`src/rtl/core_pkg.sv`:
```
// Shared types for the multicycle RV32I core: sequencer states, opcode values
// and the coarse instruction classes the sequencer steps on.
package core_pkg;

  // Sequencer state encoding; values are visible on the State port.
  typedef enum logic [2:0] {
    FETCH  = 3'd0,
    DECODE = 3'd1,
    EXEC   = 3'd2,
    MEM    = 3'd3,
    WB     = 3'd4,
    TRAP   = 3'd7
  } state_t;

  // Coarse instruction classes derived from IR[6:0].
  typedef enum logic [2:0] {
    ALU,
    UPPER,
    LOAD,
    STORE,
    BRANCH,
    JUMP,
    ILLEGAL
  } iclass_t;

  localparam int unsigned OPCODE_W = 7;

  localparam logic [OPCODE_W-1:0] OP_ALU    = 7'b0110011;
  localparam logic [OPCODE_W-1:0] OP_ALUI   = 7'b0010011;
  localparam logic [OPCODE_W-1:0] OP_BRANCH = 7'b1100011;
  localparam logic [OPCODE_W-1:0] OP_STORE  = 7'b0100011;
  localparam logic [OPCODE_W-1:0] OP_JAL    = 7'b1101111;
  localparam logic [OPCODE_W-1:0] OP_JALR   = 7'b1100111;
  localparam logic [OPCODE_W-1:0] OP_LUI    = 7'b0110111;
  localparam logic [OPCODE_W-1:0] OP_AUIPC  = 7'b0010111;
  localparam logic [OPCODE_W-1:0] OP_LOAD   = 7'b0000011;

endpackage

```
`src/rtl/opcode_classifier.sv`:
```
// Combinational opcode -> instruction class map. Shared with the opcode decoder.
//   opcode_i  : IR[6:0]
//   iclass_o  : instruction class, ILLEGAL for any unlisted opcode
module opcode_classifier
  import core_pkg::*;
(
  input  logic [OPCODE_W-1:0] opcode_i,
  output iclass_t             iclass_o
);

  always_comb begin
    iclass_o = ILLEGAL;
    case (opcode_i)
      OP_ALU, OP_ALUI:  iclass_o = ALU;
      OP_LUI, OP_AUIPC: iclass_o = UPPER;
      OP_LOAD:          iclass_o = LOAD;
      OP_STORE:         iclass_o = STORE;
      OP_BRANCH:        iclass_o = BRANCH;
      OP_JAL, OP_JALR:  iclass_o = JUMP;
      default:          iclass_o = ILLEGAL;
    endcase
  end

endmodule

```
`src/rtl/multicycle_sequencer.sv`:
```
// Multicycle sequencer: steps each instruction through FETCH/DECODE/EXEC/MEM/WB,
// issues PC/IR/register-file/memory strobes and arbitrates the unified memory
// port between fetch and load/store.
//   clk, rst      : clock, asynchronous active-high reset
//   OpCode        : IR[6:0], valid from DECODE onward
//   BrTaken       : branch condition, used in EXEC
//   MemAck        : memory access done (only meaningful while MemReq=1)
//   PCWr/PCSrc    : PC load strobe and source (0=PC+4, 1=ALUOut)
//   IRWr          : instruction register load
//   MemReq/MemWe/MemAddrSrc : memory request, store qualifier, address source
//   RUWr          : register-file write
//   Retire        : one-cycle pulse per completed instruction
//   Trap          : sticky fault (illegal opcode or memory timeout)
//   State, RetCnt : current state, retired-instruction count
module multicycle_sequencer
  import core_pkg::*;
#(
  parameter int unsigned MEM_TIMEOUT = 16,
  parameter int unsigned RET_W       = 32
) (
  input  logic                clk,
  input  logic                rst,
  input  logic [OPCODE_W-1:0] OpCode,
  input  logic                BrTaken,
  input  logic                MemAck,
  output logic                PCWr,
  output logic                PCSrc,
  output logic                IRWr,
  output logic                MemReq,
  output logic                MemWe,
  output logic                MemAddrSrc,
  output logic                RUWr,
  output logic                Retire,
  output logic                Trap,
  output logic [2:0]          State,
  output logic [RET_W-1:0]    RetCnt
);

  localparam int unsigned TMO_W = $clog2(MEM_TIMEOUT + 1);

  state_t             state_q, state_d;
  logic [TMO_W-1:0]   tmo_q, tmo_d;
  logic [RET_W-1:0]   ret_q;
  logic               tmo_hit;
  iclass_t            iclass;

  opcode_classifier u_cls (
    .opcode_i (OpCode),
    .iclass_o (iclass)
  );

  // The current wait cycle is the MEM_TIMEOUT-th unacknowledged request cycle.
  assign tmo_hit = (tmo_q == TMO_W'(MEM_TIMEOUT - 1));

  // Next state and strobe decode; strobes are forced low while rst is held.
  always_comb begin
    state_d    = state_q;
    PCWr       = 1'b0;
    PCSrc      = 1'b0;
    IRWr       = 1'b0;
    MemReq     = 1'b0;
    MemWe      = 1'b0;
    MemAddrSrc = 1'b0;
    RUWr       = 1'b0;
    Retire     = 1'b0;
    case (state_q)
      FETCH: begin
        MemReq = 1'b1;
        if (MemAck) begin
          IRWr    = 1'b1;
          state_d = DECODE;
        end else if (tmo_hit) begin
          state_d = TRAP;
        end
      end
      DECODE: begin
        state_d = (iclass == ILLEGAL) ? TRAP : EXEC;
      end
      EXEC: begin
        case (iclass)
          BRANCH: begin
            PCWr    = 1'b1;
            PCSrc   = BrTaken;
            Retire  = 1'b1;
            state_d = FETCH;
          end
          LOAD, STORE: state_d = MEM;
          ILLEGAL:     state_d = TRAP;
          default:     state_d = WB;
        endcase
      end
      MEM: begin
        MemReq     = 1'b1;
        MemAddrSrc = 1'b1;
        MemWe      = (iclass == STORE);
        if (MemAck) begin
          if (iclass == STORE) begin
            PCWr    = 1'b1;
            Retire  = 1'b1;
            state_d = FETCH;
          end else begin
            state_d = WB;
          end
        end else if (tmo_hit) begin
          state_d = TRAP;
        end
      end
      WB: begin
        RUWr    = 1'b1;
        PCWr    = 1'b1;
        PCSrc   = (iclass == JUMP);
        Retire  = 1'b1;
        state_d = FETCH;
      end
      TRAP:    state_d = TRAP;
      default: state_d = TRAP;
    endcase
    if (rst) begin
      PCWr       = 1'b0;
      PCSrc      = 1'b0;
      IRWr       = 1'b0;
      MemReq     = 1'b0;
      MemWe      = 1'b0;
      MemAddrSrc = 1'b0;
      RUWr       = 1'b0;
      Retire     = 1'b0;
    end
  end

  // Wait counter runs only across consecutive unacknowledged cycles in one state.
  always_comb begin
    tmo_d = '0;
    if (MemReq && !MemAck && (state_d == state_q)) tmo_d = tmo_q + TMO_W'(1);
  end

  always_ff @(posedge clk or posedge rst) begin
    if (rst) begin
      state_q <= FETCH;
      tmo_q   <= '0;
      ret_q   <= '0;
    end else begin
      state_q <= state_d;
      tmo_q   <= tmo_d;
      if (Retire) ret_q <= ret_q + RET_W'(1);
    end
  end

  assign Trap   = (state_q == TRAP);
  assign State  = state_q;
  assign RetCnt = ret_q;

endmodule

```
`config.mk`:
```
export PLATFORM = sky130hd
export DESIGN_NAME = multicycle_sequencer
export DESIGN_NICKNAME = d
export VERILOG_FILES = /design/src/rtl/core_pkg.sv /design/src/rtl/opcode_classifier.sv /design/src/rtl/multicycle_sequencer.sv
export SDC_FILE = /design/constraint.sdc
export NUM_CORES = 1
export LEC_CHECK = 0
export ABC_AREA = 1
export BUFFER_PORTS_ARGS = -buffer_cell sky130_fd_sc_hd__buf_4
export CAP_MARGIN = 20
export CELL_PAD_IN_SITES_DETAIL_PLACEMENT = 0
export CELL_PAD_IN_SITES_GLOBAL_PLACEMENT = 1
export CORE_MARGIN = 2
export CORE_UTILIZATION = 35
export CTS_CLUSTER_SIZE = 40
export DETAILED_ROUTE_END_ITERATION = 8
export MAX_ROUTING_LAYER = met4
export PLACE_DENSITY = 0.77
export SLEW_MARGIN = 20
export SYNTH_ARGS = -nofsm -noshare
export SYNTH_HDL_FRONTEND = slang
export SYNTH_SLANG_ARGS = --single-unit
```
`constraint.sdc`:
```
create_clock -name clk -period 1.9 [get_ports clk]
set_clock_uncertainty 0.15 [all_clocks]
set_input_delay 0.095 -clock clk [delete_from_list [all_inputs] [get_ports clk]]
set_output_delay 0.095 -clock clk [all_outputs]
set_load 0.005 [all_outputs]
```
# Yosys cells after proc, flatten, opt, wreduce, memory -nomap -nowiden
# Index checks and enable logic that the tools add are counted.
# word_totals
reg_bits,40
input_bits,11
output_inout_bits,44
elab_cells,63
# op_classes
n_addsub,2
n_eq_ne,21
muxes,28
n_reduce_logical,9
# op_table
cell,n
"adder 32 x 1 -> 32 bit, second input constant",1
"== test 7 x 6 -> 1 bit, second input constant",3
"== test 7 bit, second input constant",3
one-hot mux 3 bit (6 select lines),1
2-to-1 mux 1 bit,17
"== test 3 bit, second input constant",5
2-to-1 mux 3 bit,5
one-hot mux 3 bit (5 select lines),1
"== test 7 x 5 -> 1 bit, second input constant",2
"== test 3 x 2 -> 1 bit, second input constant",4
OR reduction 2 bit,5
one-hot mux 3 bit (3 select lines),1
"== test 7 x 2 -> 1 bit, second input constant",1
"adder 5 x 1 -> 5 bit, second input constant",1
"== test 5 x 4 -> 1 bit, second input constant",1
2-to-1 mux 5 bit,1
"== test 3 x 1 -> 1 bit, second input constant",1
== test 3 bit,1
logical NOT 3 bit,1
one-hot mux 1 bit (3 select lines),1
logical AND 1 bit,2
one-hot mux 1 bit (2 select lines),1
logical NOT 1 bit,1

# Depth between registers and ports, before layout
# Gate-level depths: netlist of run 1.
# logic_depth
depth_word,10
mapped_depth,12
mapped_depth_nobuf,12

# Cells and area by module
# From an unflattened synthesis of run 1, not the netlist that was laid out.
# unflattened
hier_cells,412
area_unflattened_um2,2721.4
# by_module_without_submodules
mod,instances,cells_each,area_each_um2,seq_area_each_um2
multicycle_sequencer,1,389,2618.8,1001.0
opcode_classifier,1,23,102.6,0.0

# Worst setup path before layout of run 1
# No wires, ideal clock.
# synth_path
path_type,input port to output port
startpoint,input port rst
endpoint,output port Retire
arrival_ns,1.607
t_required_ns,1.655
setup_slack_ns,0.048
cell_stages,5
n_path_buf,2
path_cell_list,inv_1 -> nand2_4 -> inv_2 -> buf_2 -> buf_4
# synth_between
elab_chain_cells,1
# synth_lines
item,line,rtl
start: declaration,multicycle_sequencer.sv:22,"input logic rst,"
2-to-1 mux 1 bit,-,
end: declaration,multicycle_sequencer.sv:33,"output logic Retire,"
# No other way between the ends.

# Final worst setup path of run 1
# layout_path
startpoint,register state_q[1] (netlist: State[1])
endpoint,output port PCSrc
# layout_between
elab_chain_cells,3
elab_cells_between_ends,4
classes_between,2 x eq/ne; 2 x mux
# layout_lines
item,line,rtl
start: declaration,multicycle_sequencer.sv:41,"state_t state_q, state_d;"
start signal: assignment,multicycle_sequencer.sv:142,state_q <= state_d;
== test 3 bit or == test 3 x 2 -> 1 bit (tied branches),multicycle_sequencer.sv:66,case (state_q)
one-hot mux 1 bit (2 select lines) (*),multicycle_sequencer.sv:66,
2-to-1 mux 1 bit (*),multicycle_sequencer.sv:118,if (rst) begin
end: declaration,multicycle_sequencer.sv:27,"output logic PCSrc,"
# Every way passes the cells marked *; elsewhere a longest branch is shown, timed or not.

==> results of run 1 <==
[worst max-delay path: stages (launching register included)]
cell and delay (ns):
dfrtp_2 0.45, nor2_4 0.12, inv_2 0.05, nor2_4 0.09, buf_6 0.11, nand4_1 0.10
a221oi_2 0.27, buf_4 0.15
[registers in the layout (all words and copies together) (netlist names)]
| signal | count |
|---|---|
| RetCnt | 32 |
| tmo_q | 5 |
| State | 3 |
[layout make-up]
cell class | instances | area share [%]
Multi-Input combinational cell | 260 | 41.5
Sequential cell | 40 | 28.8
Timing Repair Buffer | 90 | 19.9
Inverter | 35 | 3.75
Tap cell | 96 | 3.43
Clock buffer | 8 | 2.57
[kinds of logic (layout without fill, tap and decap cells)]
kind of cell,count (synthesis),in the layout,share of synthesized area (%)
flip-flops,40,40,39.8
buffers and inverters,40,133,6.51
AND/OR/NAND/NOR,210,210,37.6
AO/OA/AOI/OAI,15,15,3.48
XOR/XNOR,32,32,11.1
adder cells (fa/ha/maj),3,3,1.49
[metrics by stage]
stage / setup TNS [ns] / cell area (sq um) / setup slack [ns] / hold slack, ns / total power, W
finish: 0 / 3500 / 0.0281 / 0.0211 / 0.00229
global route: -0.283 / 3500 / -0.0624 / 0.0303 / 0.00242
CTS: 0 / 3380 / 0.00891 / 0.00704 / 0.00227
detailed placement: -0.147 / 3190 / -0.0396 / 0.268 / 0.00162
global placement: 0 / 3190 / 0.0304 / 0.267 / 0.00161
floorplan: 0 / 2520 / 0.0478 / 0.0711 / 0.00131
[power breakdown]
part | switching (W) | total [W] | internal [W]
clock network | 0.000301 | 0.000598 | 0.000297
logic | 0.000301 | 0.000642 | 0.000341
registers | 0.000105 | 0.00105 | 0.000942
total | 0.000707 | 0.00229 | 0.00158
[per-layer routing]
metal | share of wire (%) | up-vias | wire length (microns)
met2 | 43 | 67 | 2960
met3 | 6.1 | 11 | 425
met4 | 1.4 | 0 | 99
met1 | 50 | 1163 | 3460
li1 | - | 1255 | -
met5 | 0 | - | 0
[worst max-delay path by stage]
stage	from	to	slack [ns]	depth (start not counted)
after floorplan	rst	Retire	0.05	5
after global placement	tmo_q[0]	tmo_q[3]	0.03	10
after detailed placement	tmo_q[0]	tmo_q[1]	-0.04	10
after CTS	State[0]	PCSrc	0.009	7
after global routing	RetCnt[2]	RetCnt[17]	-0.06	9
final	State[1]	PCSrc	0.03	7
[timing repair]
action,in CTS,in global routing
gates cloned,0,0
endpoints found under the setup margin,9,24
resized for setup,10,26
endpoints found under the hold margin,40,0
pin swaps,8,10
buffers inserted,8,5
hold buffers,1,0
[cells in the final DEF (no fill, tap or decap), drive strengths merged, types with 12 or more instances in the layout]
cell and instances:
inv 35, buf 89, nor3 15, xor2 28
nand4 12, nand2 97, nand3 16, nor2 64
dfrtp 40
==> impl_results.md, run 1 <==
* CTS tree: built
* Post-layout min period at 1.87 ns
* Critical R2R Launch: tmo_q[1]
* Cell variety after synth at 31
* Ant. Diodes at 0
* Clk sink count at 40
* Fraction of registers with async set/reset at 100%
* Largest net degree at the start of global routing at 41
* Ratio of cells with drive above 1 in the final layout at 33.0%
* Vias in the first global route at 2316
* Critical Path AT at 1.63 ns
* Clock Path Buffers at 2
* RSZ-0062 raised after global routing: true
* Pwr per Cell Area at 653 nW/um^2
* FF/Latch Area at 1010 sq um
* Lkg Pwr at 1.72 nW
* Site row count at 30
* Worst-Skew Late Latency at 0.29 ns
* Total grt overflow at 0
* Most Crowded Layer GR: met1
* Sequential fraction of the synthesis area at 39.8%
* Hold Violations, Final at 0
* Root Buffer: clkbuf_8
* H-tree depth at 2
* Syn_nets at 354
* CORE AREA at 6870 sq um
* Layout area overhead at 39.1%
* Max-cap viol count at 0
* Number of port buffers at 54
* Final Setup Violations at 0
* Initial core utilization at 36.6%
* Via count at 2496
* Setup Crit Path Kind: reg2out
* Post-Syn Area at 2520 sq um
* Instance count of the mapped netlist at 340
* Slew @ Worst Pin at 0.514 ns
* DRT iter0 DRCs at 116
* Reg2Reg Capture Point: tmo_q[4]
* Antenna violations before repair at 0
* Endpoint, Worst Hold: State[0]
* Count leader, synth: nand2_1
* Crit end category: output pin
* Final max-slew violation count at 0
* FILL cells at 708
* DIE HEIGHT at 88.8 microns
* Grt met3 use at 3.08%
* DP Cell Count at 507
* Slew margin rel. at 65.7%
* # IOs at 55
* Routed Antenna Nets at 0
* First-pass GRT wire length at 11200 microns
* Post-synth EDFFs at 0
* Area leader, netlist: dfrtp_1
* DR pass1 iterations at 4
* Seq cells post-synth at 40
* Post-synth top area share at 39.8%
* Top cells by area, synth: dfrtp_1 40%, nand2_1 14%, xor2_1 9.7%
* Worst reg2reg path depth at 10
* Met2 Use GR at 27.2%
* Worst Hold Class: in2reg
* Clk pin slew, worst setup/hold paths at 0.07 ns
* Flop-to-flop setup slack at 0.06 ns
* Top FF cell, synth: dfrtp_1
* Tot GR Track Use at 19.1%
* Crit share post-route at 98.5%
* Worst-path fanout max at 4
* Post-Route WL at 6950 microns
* M1 GR Usage at 27.9%
* Nets at 446
* Inserted Clock Buffers at 5
* Critical Path RT at 1.65 ns
* Max Clock Freq at 534 MHz
* RePlAce Congestion at 0.924
* Worst vdd ir at 0.000234 V
* Hold Crit Start: MemAck
* Area of the multi-input gates at 1450 sq um
* DP HPWL at 5280 microns
* Hold Crit Depth at 3
* Die ar. at 7880 sq um
* Synth warnings at 0
* Layout Cells excl Fill at 529
* Status: completed
* Syn Area/Cell at 7.40 sq um
* Die width at 88.8 microns
* Fin util at 51.0%
* DR WL/cell at 13.1 microns
* Synth cell count leaders: 96 x nand2_1, 55 x nor2_1, 40 x dfrtp_1
* # DRC at 0
* CP startpoint kind: register
* Vias per inst at 4.72
(Power assumes the default switching activity.)
==> run 2, diff against run 1 <==
Settings changed: CORE_ASPECT_RATIO from default to 2, SLEW_MARGIN 20 to default.
==> run 2 against run 1 <==
Maximum frequency fell by 1.1%. Sequential power about the same. Non-clock buffer count down 2. Clock-buffer cell count is 3 lower. Critical path type unchanged. Setup slack worse by 0.021 ns. Die area rose by 0.52%. Design area is 3.0% higher. Sequential cell count stayed put. Register-to-register slack lost 0.05 ns.
==> impl_results.md, run 2 (same netlist as run 1, synthesis figures left out) <==
* Largest net degree at the start of global routing at 41
* Total grt overflow at 0
* Site row count at 43
* DIE HEIGHT at 124 microns
* Max Clock Freq at 528 MHz
* Critical Path AT at 1.65 ns
* Slew @ Worst Pin at 0.540 ns
* Layout area overhead at 43.3%
* CP startpoint kind: register
* Area of the multi-input gates at 1490 sq um
* DR pass1 iterations at 4
* Final Setup Violations at 0
* Ratio of cells with drive above 1 in the final layout at 33.8%
* Max FFs per register at 32
* DR WL/cell at 14.7 microns
* Critical Path RT at 1.65 ns
* Root Buffer: clkbuf_16
* CTS tree: built
* Final instance area at 3610 sq um
* Post-Route WL at 7700 microns
* DP HPWL at 5720 microns
* Setup tns final at 0 ns
* Die width at 64.0 microns
* Fin util at 52.0%
* Status: completed
* RePlAce Congestion at 0.832
* # IOs at 55
* Slew margin rel. at 64.0%
* Vias in the first global route at 2637
* RSZ-0062 raised after global routing: true
* Tot GR Track Use at 20.9%
* Commonest non-fill, non-tap cell in the layout: nand2_1
* Worst vdd ir at 0.000621 V
* Pwr per Cell Area at 750 nW/um^2
* Antenna violations before repair at 0
* Initial core utilization at 36.3%
* DP Area at 3140 sq um
* Worst-path fanout max at 4
* Hold slack final at 0.0952 ns
* Clk pin slew, worst setup/hold paths at 0.06 ns
* Crit end category: output pin
* Worst-Skew Late Latency at 0.29 ns
* Max-cap viol count at 0
* Clk sink count at 40
* Post-layout min period at 1.89 ns
* Worst Hold Class: in2reg
* Crit share post-route at 99.6%
* Vias per inst at 4.91
* Commonest non-fill, non-tap cells in the layout: 95 x nand2_1, 84 x buf_4, 43 x nor2_1
* # DRC at 0
* Final max-slew violation count at 0
* H-tree depth at 2
* Number of port buffers at 54
* Nets at 445
* Setup Crit Path Kind: reg2out
* Lkg Pwr at 1.75 nW
* DRT iter0 DRCs at 101
* FF/Latch Area at 1010 sq um
* CORE AREA at 6940 sq um
* Die ar. at 7920 sq um
* Routed Antenna Nets at 0
* Inserted Clock Buffers at 5
* Clock Path Buffers at 2
* Hold Violations, Final at 0
* FILL cells at 686
* First-pass GRT wire length at 12300 microns
* Ant. Diodes at 0
* Via count at 2562
## run 2: through the flow
stage          power (W)  std cells  worst slack (ns)
3_3_place_gp     0.00160        496           -0.0196
4_1_cts          0.00264        510          0.000447
6_report         0.00270        522           0.00757
3_5_place_dp     0.00161        496           -0.0638
2_1_floorplan    0.00131        340            0.0478
5_1_grt          0.00283        522           -0.0554
## run 2: worst paths after layout
kind,slack [ns],from,depth (start not counted),endpoint
min in group asynchronous,0.51,rst,4,RetCnt[8]
setup / recovery,0.008,State[1],7,PCSrc
hold / removal,0.1,MemAck,3,State[0]
setup reg to reg,0.008,tmo_q[0],10,tmo_q[1]
hold reg to reg,0.36,RetCnt[2],1,RetCnt[2]
max in group asynchronous,0.70,rst,4,RetCnt[1]
## run 2: cell type report
type / instances / area share [%]
clock inverters: 3 / 1.18
repair inverters: 1 / 0.173
flip-flops and latches: 40 / 28.0
well taps: 90 / 3.12
clock buffers: 5 / 3.47
inverters: 35 / 3.85
repair buffers: 88 / 18.9
multi-input cells: 260 / 41.3
## run 2: repair_timing
action,in CTS,in global routing
resized for setup,13,32
setup endpoints to repair,9,30
cloned,1,0
buffers inserted,4,12
hold buffers,1,0
hold endpoints to repair,40,0
pin swaps,1,12
## run 2: metal layers
metal  GRT usage [%]  share of wire (%)  wire (microns)  up-vias
met5               -                  0               0        -
met4            13.9                5.5             420        0
met3            3.34                3.4             264       30
met2            39.2                 56            4330       74
met1            19.0                 35            2680     1203
li1                -                  -               -     1255
## run 2: report_power, final
group          total [W]  switching, W  internal, W
Combinational   0.000661      0.000316     0.000345
Sequential       0.00107      0.000126     0.000944
Clock           0.000971      0.000354     0.000617
Total            0.00270      0.000797      0.00191
## run 2: critical path: stages, from the launching register on
cell and delay [ns]:
dfrtp_2 0.45, nor2_4 0.14, inv_2 0.06, nor2_4 0.09, buf_6 0.11, nand4_1 0.11
a221oi_2 0.26, buf_4 0.14
==> run 3, diff against run 2 <==
Settings changed: CORE_MARGIN 2 to default.
==> run 3 against run 2 <==
First-iteration DRC count fell by 5.9%. Register-to-register slack improved by 0.07 ns. Sequential power about the same. Non-clock buffer count down 1. Combinational power decreased by 11%. Total power shrank 3.0%. Setup slack improved by 0.026 ns. Maximum frequency is 1.4% higher. Utilization down 0.74 points. Worst hold slack worse by 0.041 ns. Clock power is 0.4% higher.
==> impl_results.md, run 3 (same netlist as run 1, synthesis figures left out) <==
* RePlAce Congestion at 0.856
* Routed Antenna Nets at 0
* Internal power at 0.00187 W
* Final instance area at 3550 sq um
* Ratio of cells with drive above 1 in the final layout at 32.0%
* First-pass GRT wire length at 11400 microns
* Worst-path fanout max at 3
* P_sw at 0.000750 W
* DRT iter0 DRCs at 95
* Lkg Pwr at 1.75 nW
* Worst path buffer plus inverter count at 3
* DR WL/cell at 13.7 microns
* Area of the multi-input gates at 1450 sq um
* Fin util at 51.2%
* DP Area at 3120 sq um
* Worst-Skew Late Latency at 0.29 ns
* Vias in the first global route at 2485
* Met3 WL at 208 microns
* Clk sink count at 40
* Most common cell on crit path: nor2_4
* CORE AREA at 6940 sq um
* Cell chain of the critical path: nor2_4 -> inv_2 -> nor2_4 -> buf_6 -> nand4_1 -> a221oi_2 -> buf_4
* Layout area overhead at 41.3%
* Worst vdd ir at 0.000720 V
* Antenna violations before repair at 0
* Power share of the sequential group at 40.4%
* RSZ-0062 raised after global routing: true
* Max-cap viol count at 0
* CP startpoint kind: register
* DIE HEIGHT at 122 microns
* Top sig layer: met4
* Crit path depth at 7
* Commonest non-fill, non-tap cell in the layout: nand2_1
* Hold slack final at 0.0539 ns
* Post-layout min period at 1.87 ns
* Pwr per Cell Area at 737 nW/um^2
* Via count at 2493
* Final max-slew violation count at 0
* Total grt overflow at 0
* Crit share post-route at 98.2%
* Hold Violations, Final at 0
* Final Setup Violations at 0
* Clk pin slew, worst setup/hold paths at 0.06 ns
* WL met1 at 2450 microns
* CTS tree: built
* CP Launch Point: State[0]
* Critical Path RT at 1.65 ns
* Reg2Reg Capture Point: tmo_q[1]
* DR pass1 iterations at 5
* Number of port buffers at 54
* # DRC at 0
* Setup Crit Path Kind: reg2out
* Cell family with most CP delay: flip-flops
* Comb pwr share at 22.4%
* Critical R2R Launch: tmo_q[1]
* Slew @ Worst Pin at 0.513 ns
* Max FFs per register at 32
* Ant. Diodes at 0
* Worst reg2reg path depth at 10
* Nets at 444
* Post-Route WL at 7150 microns
* Die ar. at 7550 sq um
* H-tree depth at 2
* Largest net degree at the start of global routing at 41
* Hold Crit Depth at 3
* # IOs at 55
* Slowest CP cell: dfrtp_2
* Net Sw Frac at 28.6%
* Site row count at 43
* Status: completed
* FILL cells at 690
* CP max stage delay at 0.43 ns
* Worst Hold Class: in2reg
* Flop-to-flop setup slack at 0.08 ns
* Setup tns final at 0 ns
* DR WL met2 at 4250 microns
* FF/Latch Area at 1010 sq um
* Tot GR Track Use at 21.4%
* Crit path capture: PCSrc
* Crit end category: output pin
* Critical Path AT at 1.62 ns
* Vias per inst at 4.79
* Root Buffer: clkbuf_16
* Max Clock Freq at 536 MHz
* DP HPWL at 5530 microns
* Slew margin rel. at 65.8%
* Commonest non-fill, non-tap cells in the layout: 94 x nand2_1, 83 x buf_4, 45 x nor2_1
* Clock network power share at 37.2%
* Initial core utilization at 36.3%
* Inserted Clock Buffers at 5
* Clock Path Buffers at 2
* Die width at 62.0 microns
==> run 3: cell types whose count changed in the layout (fill, tap and decap cells not counted), sizes merged <==
cell / delta
clkinv: +1
buf: -1
clkinvlp: -1
==> run 3: what timing repair did <==
item,4_1_cts,5_1_grt
setup buffers,6,10
hold endpoints to repair,40,0
resized for setup,14,23
endpoints found under the setup margin,9,32
hold buffers,1,0
pin swaps,7,14
cloned,1,0
==> run 3: per-layer routing <==
| layer | up-vias | track usage [%] |
|---|---|---|
| met5 | - | - |
| met4 | 0 | 10.0 |
| met3 | 13 | 3.29 |
| met2 | 55 | 40.1 |
| met1 | 1171 | 19.5 |
| li1 | 1254 | - |
==> run 3: final cells by class <==
type / count / share of cell area [%]
clock inverters: 3 / 1.34
repair inverters: 1 / 0.176
flip-flops and latches: 40 / 28.3
well taps: 90 / 3.17
clock buffers: 5 / 3.52
repair buffers: 87 / 18.8
multi-input cells: 260 / 40.8
inverters: 35 / 3.91
==> run 3: per-stage QoR <==
step	setup slack [ns]	instances	total power, W
finish	0.0336	521	0.00262
global route	-0.0402	521	0.00276
CTS	0.00888	511	0.00262
global placement	-0.00104	495	0.00159
floorplan	0.0478	340	0.00131
detailed placement	-0.0652	495	0.00160
==> run 3: worst min path at each step <==
stage / slack [ns] / to / startpoint
after global routing: 0.06 / State[0] / MemAck
after detailed placement: 0.27 / RetCnt[7] / rst
final: 0.05 / State[0] / MemAck
after floorplan: 0.07 / MemAddrSrc / rst
after CTS: 0.04 / State[0] / MemAck
after global placement: 0.27 / RetCnt[5] / rst
==> run 3: tightest hold or removal path: cells and delay by family <==
family          cells  cell delay, ns
buf+inv             1            0.12
compound gates      1            0.19
simple gates        1            0.04
==> run 3: power by group through the flow <==
| stage | Sequential [W] | Combinational (W) | Clock, W |
|---|---|---|---|
| after floorplan | 0.00106 | 0.000258 | 0 |
| after global placement | 0.00107 | 0.000525 | 0 |
| after detailed placement | 0.00107 | 0.000527 | 0 |
| after CTS | 0.00105 | 0.000564 | 0.00100 |
| after global routing | 0.00107 | 0.000657 | 0.00104 |
| final | 0.00106 | 0.000587 | 0.000975 |
